===== config.mk =====
export PLATFORM = sky130hd
export DESIGN_NAME = stage_mm
export DESIGN_NICKNAME = d
export VERILOG_FILES = /design/src/rtl/stage_mm.sv
export SDC_FILE = /design/constraint.sdc
export NUM_CORES = 1
export LEC_CHECK = 0
export ABC_AREA = 1
export ABC_CLOCK_PERIOD_IN_PS = 1780
export CAP_MARGIN = 15
export CORE_UTILIZATION = 30
export DETAILED_ROUTE_END_ITERATION = 10
export GPL_ROUTABILITY_DRIVEN = 0
export PLACE_DENSITY = 0.61
export SLEW_MARGIN = 25
export SYNTH_ARGS = -nofsm -noshare
export SYNTH_HDL_FRONTEND = slang
export SYNTH_SLANG_ARGS = --single-unit

===== constraint.sdc =====
create_clock -name clk -period 1.78 [get_ports clk]
set_input_delay 0.178 -clock clk [delete_from_list [all_inputs] [get_ports clk]]
set_output_delay 0.178 -clock clk [all_outputs]
set_load 0.01 [all_outputs]

===== src/rtl/stage_mm.sv =====
`default_nettype none
// ============================================================================
// Module   : stage_mm
// Purpose  : Memory pipeline stage. Forwards ALU results, or runs one
//            load/store per instruction on a req/ack data-memory port. Store
//            data is lane-replicated with byte enables. Load data is
//            extracted from its byte lane and sign- or zero-extended. Upstream
//            stages are held while an access is outstanding.
// Ports    : clk, rst (sync, active-high), en (global freeze), stall
//            (downstream hold), flush (incoming bubble)
//            reg_wr, reg_addr_rd          : writeback controls of the slot
//            mem_rd, mem_wr, mem_size,
//            mem_unsigned                 : memory-op controls
//            alu_res, store_data          : address / forwarded result, rs2
//            dmem_req/we/addr/wdata/be    : registered memory request
//            dmem_ack, dmem_rdata         : single-cycle completion + data
//            out_flush, out_reg_wr,
//            out_reg_addr_rd, out_data    : registered writeback slot
//            out_misaligned               : pulse, access dropped
//            out_stall_req                : combinational upstream hold
// Revision : 1.0 - initial release
// ============================================================================
module stage_mm #(
   parameter int DATA_W      = 32,
   parameter int REG_ADDR_W  = 5,
   parameter int DMEM_ADDR_W = 32
) (
   input  logic                   clk,
   input  logic                   rst,
   input  logic                   en,
   input  logic                   stall,
   input  logic                   flush,
   input  logic                   reg_wr,
   input  logic [REG_ADDR_W-1:0]  reg_addr_rd,
   input  logic                   mem_rd,
   input  logic                   mem_wr,
   input  logic [1:0]             mem_size,
   input  logic                   mem_unsigned,
   input  logic [DATA_W-1:0]      alu_res,
   input  logic [DATA_W-1:0]      store_data,
   output logic                   dmem_req,
   output logic                   dmem_we,
   output logic [DMEM_ADDR_W-1:0] dmem_addr,
   output logic [DATA_W-1:0]      dmem_wdata,
   output logic [3:0]             dmem_be,
   input  logic                   dmem_ack,
   input  logic [DATA_W-1:0]      dmem_rdata,
   output logic                   out_flush,
   output logic                   out_reg_wr,
   output logic [REG_ADDR_W-1:0]  out_reg_addr_rd,
   output logic [DATA_W-1:0]      out_data,
   output logic                   out_misaligned,
   output logic                   out_stall_req
);

   typedef enum logic [1:0] {
      S_IDLE = 2'd0,
      S_WAIT = 2'd1,
      S_HOLD = 2'd2
   } state_t;

   state_t                r_state;

   // Attributes of the access in flight, latched at request launch
   logic [1:0]            r_size;
   logic                  r_unsigned;
   logic [1:0]            r_lane;
   logic                  r_is_load;
   logic                  r_reg_wr;
   logic [REG_ADDR_W-1:0] r_rd;

   // Result parked while downstream stalls past the ack
   logic [DATA_W-1:0]     r_hold_data;
   logic                  r_hold_reg_wr;

   logic                  w_memop;
   logic                  w_is_load;
   logic [1:0]            w_lane;
   logic                  w_misaligned;
   logic [DATA_W-1:0]     w_wdata;
   logic [3:0]            w_be;
   logic [DATA_W-1:0]     w_shifted;
   logic [DATA_W-1:0]     w_load;

   // Both mem_rd and mem_wr set is a load
   assign w_memop   = ~flush & (mem_rd | mem_wr);
   assign w_is_load = mem_rd;
   assign w_lane    = alu_res[1:0];

   // Reserved size 3 behaves as a word, so any size with bit 1 set needs
   // full word alignment.
   assign w_misaligned = ((mem_size == 2'd1) & w_lane[0]) |
                         (mem_size[1] & (w_lane != 2'b00));

   // Store data replicated across all lanes; the byte enables select which
   // lanes the memory actually writes.
   always_comb begin
      w_wdata = store_data;
      w_be    = 4'b1111;
      case (mem_size)
         2'd0: begin
            w_wdata = {4{store_data[7:0]}};
            w_be    = 4'b0001 << w_lane;
         end
         2'd1: begin
            w_wdata = {2{store_data[15:0]}};
            w_be    = 4'b0011 << w_lane;
         end
         default: begin
            w_wdata = store_data;
            w_be    = 4'b1111;
         end
      endcase
   end

   // Load lane extraction uses the latched lane/size, since the execute
   // stage may have moved on by the time the ack arrives.
   assign w_shifted = dmem_rdata >> {r_lane, 3'b000};

   always_comb begin
      w_load = dmem_rdata;
      case (r_size)
         2'd0:    w_load = {{(DATA_W-8){~r_unsigned & w_shifted[7]}},
                            w_shifted[7:0]};
         2'd1:    w_load = {{(DATA_W-16){~r_unsigned & w_shifted[15]}},
                            w_shifted[15:0]};
         default: w_load = dmem_rdata;
      endcase
   end

   // Drops in the ack cycle so the execute stage advances on the same edge
   // at which the result is registered here.
   assign out_stall_req = ((r_state == S_IDLE) & w_memop & ~w_misaligned) |
                          ((r_state == S_WAIT) & ~dmem_ack) |
                          (r_state == S_HOLD);

   always_ff @(posedge clk) begin
      if (rst) begin
         r_state         <= S_IDLE;
         dmem_req        <= 1'b0;
         dmem_we         <= 1'b0;
         dmem_be         <= 4'b0000;
         dmem_addr       <= '0;
         dmem_wdata      <= '0;
         out_flush       <= 1'b1;
         out_reg_wr      <= 1'b0;
         out_reg_addr_rd <= '0;
         out_data        <= '0;
         out_misaligned  <= 1'b0;
         r_size          <= 2'd0;
         r_unsigned      <= 1'b0;
         r_lane          <= 2'd0;
         r_is_load       <= 1'b0;
         r_reg_wr        <= 1'b0;
         r_rd            <= '0;
         r_hold_data     <= '0;
         r_hold_reg_wr   <= 1'b0;
      end else if (en) begin
         case (r_state)
            S_IDLE: begin
               // With stall high everything holds and nothing launches
               if (!stall) begin
                  out_reg_addr_rd <= reg_addr_rd;
                  out_data        <= alu_res;
                  if (w_memop && !w_misaligned) begin
                     dmem_req       <= 1'b1;
                     dmem_we        <= mem_wr & ~mem_rd;
                     dmem_addr      <= {alu_res[DMEM_ADDR_W-1:2], 2'b00};
                     dmem_wdata     <= w_wdata;
                     dmem_be        <= w_is_load ? 4'b1111 : w_be;
                     r_size         <= mem_size;
                     r_unsigned     <= mem_unsigned;
                     r_lane         <= w_lane;
                     r_is_load      <= w_is_load;
                     r_reg_wr       <= reg_wr;
                     r_rd           <= reg_addr_rd;
                     out_flush      <= 1'b1;
                     out_reg_wr     <= 1'b0;
                     out_misaligned <= 1'b0;
                     r_state        <= S_WAIT;
                  end else if (w_memop) begin
                     // Misaligned access is dropped; slot becomes a bubble
                     out_flush      <= 1'b1;
                     out_reg_wr     <= 1'b0;
                     out_misaligned <= 1'b1;
                  end else begin
                     out_flush      <= flush;
                     out_reg_wr     <= reg_wr & ~flush;
                     out_misaligned <= 1'b0;
                  end
               end
            end

            S_WAIT: begin
               if (dmem_ack) begin
                  dmem_req <= 1'b0;
                  dmem_we  <= 1'b0;
                  dmem_be  <= 4'b0000;
                  if (!stall) begin
                     out_data        <= w_load;
                     out_flush       <= 1'b0;
                     out_reg_wr      <= r_reg_wr & r_is_load;
                     out_reg_addr_rd <= r_rd;
                     out_misaligned  <= 1'b0;
                     r_state         <= S_IDLE;
                  end else begin
                     r_hold_data   <= w_load;
                     r_hold_reg_wr <= r_reg_wr & r_is_load;
                     r_state       <= S_HOLD;
                  end
               end
            end

            S_HOLD: begin
               if (!stall) begin
                  out_data        <= r_hold_data;
                  out_flush       <= 1'b0;
                  out_reg_wr      <= r_hold_reg_wr;
                  out_reg_addr_rd <= r_rd;
                  out_misaligned  <= 1'b0;
                  r_state         <= S_IDLE;
               end
            end

            default: begin
               r_state  <= S_IDLE;
               dmem_req <= 1'b0;
            end
         endcase
      end
   end

endmodule
`default_nettype wire


Word level (Yosys, flattened, before mapping)
Index checks and enable logic that the tools add are counted.
{ "totals": {"regBits": 155, "input_bits": 113, "output_inout_bits": 111, "word_cells": 117} }
{ "op_classes": {"n_eq_ne": 9, "shift": 3, "muxes": 49, "bitwise_logic": 22, "n_reduce_logical": 15} }
{ "op_table": {"columns": ["operator", "count"], "rows": [
  ["$mux 32", 4],
  ["$pmux 32 s2", 2],
  ["$pmux 32 s3", 1],
  ["$shr 32x5->16", 1],
  ["$mux 1", 21],
  ["$mux 4", 4],
  ["$pmux 4 s2", 2],
  ["$mux 5", 3],
  ["$pmux 5 s3", 1],
  ["$reduce_and 5->1", 3],
  ["$pmux 1 s3", 4],
  ["$reduce_and 4->1", 3],
  ["$and 1x1->1", 11],
  ["$mux 2", 5],
  ["$ne 2x2->1 const B", 4],
  ["$not 1->1", 7],
  ["$eq 2x1->1 const B", 3],
  ["$logic_not 2->1", 3],
  ["$pmux 2 s3", 1],
  ["$reduce_and 6->1", 1],
  ["$or 1x1->1", 4],
  ["$reduce_bool 2->1", 2],
  ["$shl 1x2->4 const A", 1],
  ["$shl 2x2->4 const A", 1],
  ["6 further kinds", 6]
]} }

Longest topological paths before layout
{ "depth": {"depth_word": 8, "mapped_depth": 13, "mapped_depth_nobuf": 11} }

Worst setup path after synthesis
No wires, ideal clock.
{ "synth_path": {"path_kind": "flip-flop to flip-flop", "from": "register r_state[0]", "to": "register out_reg_wr", "arrival_time_ns": 1.607, "slack_ns": 0.099, "path_stages_with_launch": 8, "path_buffers": 2, "period_less_slack_ns": 1.681, "cell_sequence": "dfxtp_1 inv_1 ha_1 clkinv_1 clkbuf_1 clkbuf_1 nand3_1 a31oi_1"} }
{ "synth_between": {"elab_chain_cells": 3} }
{ "synth_lines": {"columns": ["item", "line", "text"], "rows": [
  ["start, declared", "62", "state_t r_state;"],
  ["start signal, assigned", "139", "r_state <= S_IDLE;"],
  ["start signal, assigned", "180", "r_state <= S_WAIT;"],
  ["start signal, assigned", "205", "r_state <= S_IDLE;"],
  ["$eq 2x2->1, or another cell as far along", "159", "case (r_state)"],
  ["$ne 2x2->1 (no line) / $reduce_bool 3->1 (equally long branches)", null, null],
  ["$reduce_and 6->1 (no line)", null, null],
  ["end signal, assigned", "188", "out_reg_wr <= reg_wr & ~flush;"],
  ["end signal, assigned", "202", "out_reg_wr <= r_reg_wr & r_is_load;"],
  ["end signal, assigned", "218", "out_reg_wr <= r_hold_reg_wr;"],
  ["end, declared", "49", "output logic out_reg_wr,"]
]} }
Several ways; a longest one is shown, not always the timed one.
A chain may end at the register's enable or synchronous reset.

Worst setup path after layout
{ "layout_path": {"from": "register r_state[0]", "to": "register dmem_addr[7]"} }
{ "layout_between": {"elab_chain_cells": 2} }
{ "layout_lines": {"columns": ["item", "line", "text"], "rows": [
  ["$logic_not 2->1", "159", null],
  ["$reduce_and 4->1 (no line)", null, null],
  ["end signal, assigned", "168", "dmem_addr <= {alu_res[DMEM_ADDR_W-1:2], 2'b00};"],
  ["end, declared", "43", "output logic [DMEM_ADDR_W-1:0] dmem_addr,"]
]} }
Every way passes these cells.

==> flow_summary_export.csv <==
group,metric,value,unit
critical_path,slowest_delay,390,ps
layout,nets,1493,
run_status,status,"completed",
global_routing,grt_max_degree,80,
critical_path,cp_top_family,"buffers and inverters",
clock_network,cts_root_buffer,"clkbuf_16",
layout,stdcell_area,0.0116,mm2
global_routing,globalRouteOverflowTotal,0,
layout,drive_gt1_share,12.9,%
critical_path,critPathBufInv,5,
clock_network,clkTransAtPathRegs,70,ps
clock_network,numCtsBuffers,17,
detailed_routing,dr.pass1.iters,5,
detailed_routing,vias,8307,
layout,area_delta_synth_final,50.5,%
detailed_routing,dr_wl_met3,2210,um
clock_network,cts.sinks,155,
yosys,synth-main-ff-cell,"dfxtp_1",
critical_path,slowest_stage,"dfxtp_2",
detailed_routing,wirelength,27600,um
die,die_w,162,um
timing,skew,11.3,ps
yosys,synth_top_area_cell,"dfxtp_1",
clock_network,tritoncts,"yes",
clock_network,cts_buffer_depth,2,
yosys,synth_top_area_share,40.2,%
power_and_ir_drop,p_total,10400,uW
place,dp_hpwl,17800,um
detailed_routing,drc_errors,0,
layout,utilization,46.0,%
yosys,synth_seq_area_share,40.2,%
global_routing,grt_util_all_layers,20.0,%
clock_network,clock_latency,420,ps
timing,min_period_over_period,96.3,%
min_path,holdCritPathClass,"input pin to register",
clock_network,htree_levels,4,
yosys,synth_area,0.00772,mm2
timing,finalHoldViolations,0,
power_and_ir_drop,power.share.combinational,24.6,%
detailed_routing,wl_met2,12700,um
die,start_util,30.6,%
critical_path,criticalPathCategory,"register to register",
detailed_routing,wire_per_inst,16.1,um
critical_path,end_kind,"register",
timing,drv_slew,0,
detailed_routing,drtIter0Drc,632,
yosys,synth_most_common_cell,"nand2_1",
yosys,ys_ff_latch,155,
die,core,0.0253,mm2
yosys,async_flop_share,0,%
yosys,netlist_instances,1131,
power_and_ir_drop,power.share.clock,38.9,%
critical_path,critPathArrivalTime,2020,ps
place,io_buffers,221,
yosys,synth_edf_count,0,
power_and_ir_drop,power_frac_seq,36.4,%
place,placedInstanceArea,0.0105,mm2
yosys,synth_area_leaders,"dfxtp_1 40%, nand2_1 11%, a21oi_1 9.6%, o21ai_0 8.8%, nor2_1 7.6%",
critical_path,cp.required,2090,ps
power_and_ir_drop,switchingPower,2970,uW
yosys,synth_commonest_cells,"225 x nand2_1, 156 x nor2_1, 155 x dfxtp_1",
detailed_routing,drtAntennaViolNets,0,
timing,setup_viol,0,
power_and_ir_drop,power.internal,7440,uW
power_and_ir_drop,leakagePower,0.00492,uW
critical_path,cpMostUsedCell,"nor2_1",
detailed_routing,wl_met1,12400,um
yosys,yosys.cell_types.count,38,
power_and_ir_drop,pwr_density_cell,895,mW/mm2
global_routing,grt_pass1_wl,41500,um
die,rows,58,
job,drv_cap,0,
critical_path,worst-path-max-fanout,19,
global_routing,antenna_found_initial,0,
yosys,yosys_warnings,0,
critical_path,critPathLaunchType,"register",
die,die_area,0.0264,mm2
die,die_h,162,um
power_and_ir_drop,sw_frac_of_total,28.5,%
power_and_ir_drop,vdd_drop_max,0.479,mV
detailed_routing,vias_per_cell,4.84,
layout,n_antenna_cell,0,
timing,min_period,1710,ps
timing,fmax,0.583,GHz
detailed_routing,highest_layer,"met4",
clock_network,hold_buffers,0,
yosys,syn_avg_cell_area,6.83,um2
global_routing,grt_pass1_vias,7810,
die,num_io_pins,224,
timing,rsz0062_at_grt,"yes",
critical_path,crit_chain,"inv_2, ha_2, buf_4, nand4_2, clkinv_4, buf_12, clkbuf_16, nor2_1, nor2_1",
worst min-delay path, delay by kind of cell:
| kind | cells | cell delay [ps] |
|---|---|---|
| buf+inv | 2 | 470 |
| compound gates | 1 | 50 |
cell usage in the layout, fill, tap and decap left out, types with 3 or more instances in the layout:
cell / Yosys / layout
clkdlybuf4s50_1: 0 / 220
a21oi_1: 148 / 148
nand2_1: 225 / 223
bufinv_16: 0 / 5
inv_2: 7 / 8
buf_6: 14 / 4
nand3_1: 33 / 32
buf_4: 7 / 57
o21ai_0: 136 / 126
clkinv_4: 0 / 4
buf_12: 0 / 14
a21oi_2: 11 / 11
nor2_1: 156 / 154
a211oi_2: 4 / 4
nand3_2: 11 / 12
buf_16: 0 / 4
dfxtp_1: 155 / 153
a221o_1: 5 / 5
inv_4: 1 / 3
nand2_2: 3 / 5
clkbuf_16: 0 / 24
inv_1: 85 / 80
clkinv_2: 0 / 3
a31oi_1: 7 / 7
a22o_1: 3 / 3
o21ai_1: 35 / 44
registers in the layout (all words and copies together) (netlist names), 2 cells and up:
| register | flops |
|---|---|
| dmem_addr | 30 |
| dmem_be | 4 |
| dmem_wdata | 32 |
| out_data | 32 |
| out_reg_addr_rd | 5 |
| r_hold_data | 32 |
| r_lane | 2 |
| r_rd | 5 |
| r_size | 2 |
| r_state | 2 |
area by class of cell:
cell class,count,area (um2)
flip-flops and latches,155,3110
clock inverters,11,194
well taps,330,413
fillers,2556,13600
clock buffers,19,443
repair buffers,307,3250
repair inverters,1,7.51
inverters,94,372
multi-input cells,799,3850
worst paths after layout:
| kind | start | to | slack [ps] | depth (start not counted) |
|---|---|---|---|---|
| setup / recovery | r_state[0]$_SDFFE_PP0P_ | dmem_addr[7]$_SDFFE_PP0P_ | 70 | 9 |
| hold / removal | alu_res[23] | dmem_addr[23]$_SDFFE_PP0P_ | 330 | 3 |
| setup reg to reg | r_state[0]$_SDFFE_PP0P_ | dmem_addr[7]$_SDFFE_PP0P_ | 70 | 9 |
| hold reg to reg | dmem_be[3]$_SDFFE_PP0P_ | dmem_be[3]$_SDFFE_PP0P_ | 470 | 2 |
through the flow:
step	hold WS [ps]	setup TNS, ps	instances	worst slack [ps]
after floorplan	326	0	1132	98.9
after global placement	456	-10130	1666	-215
after detailed placement	456	-13110	1666	-217
after CTS	313	0	1705	15.1
after global routing	303	-16.6	1716	-8.82
final	326	0	1716	65.8
metal layers:
| layer | up-vias | GRT usage, % |
|---|---|---|
| met5 | - | 0 |
| met4 | 0 | 5.10 |
| met2 | 286 | 32.3 |
| met1 | 3819 | 25.9 |
| li1 | 4185 | - |
| met3 | 17 | 5.96 |
power by group through the flow:
stage          registers (uW)  logic [uW]  clock network, uW
2_1_floorplan            3930        1090                  0
3_3_place_gp             3860        2270                  0
3_5_place_dp             3860        2290                  0
4_1_cts                  3790        2430               4120
5_1_grt                  3810        2820               4260
6_report                 3790        2560               4050
kinds of logic (layout without fill, tap and decap cells):
logic type / count (synthesis) / in the layout / synth area share (%)
other: 1 / 2 / 0.0485
AOI/OAI and AO/OA: 354 / 354 / 24.7
DFF: 155 / 155 / 40.2
adders and majority gates: 5 / 5 / 0.810
and+or+nand+nor: 438 / 438 / 23.6
buffers and inverters: 178 / 432 / 10.7
what timing repair did:
| item | in CTS | in global routing |
|---|---|---|
| hold endpoints to repair | 0 | 0 |
| buffers inserted | 6 | 3 |
| endpoints found under the setup margin | 39 | 79 |
| pin swaps | 2 | 1 |
| resized for setup | 16 | 30 |
| cloned | 3 | 8 |
No activity file was read; power rests on OpenSTA's default activity.
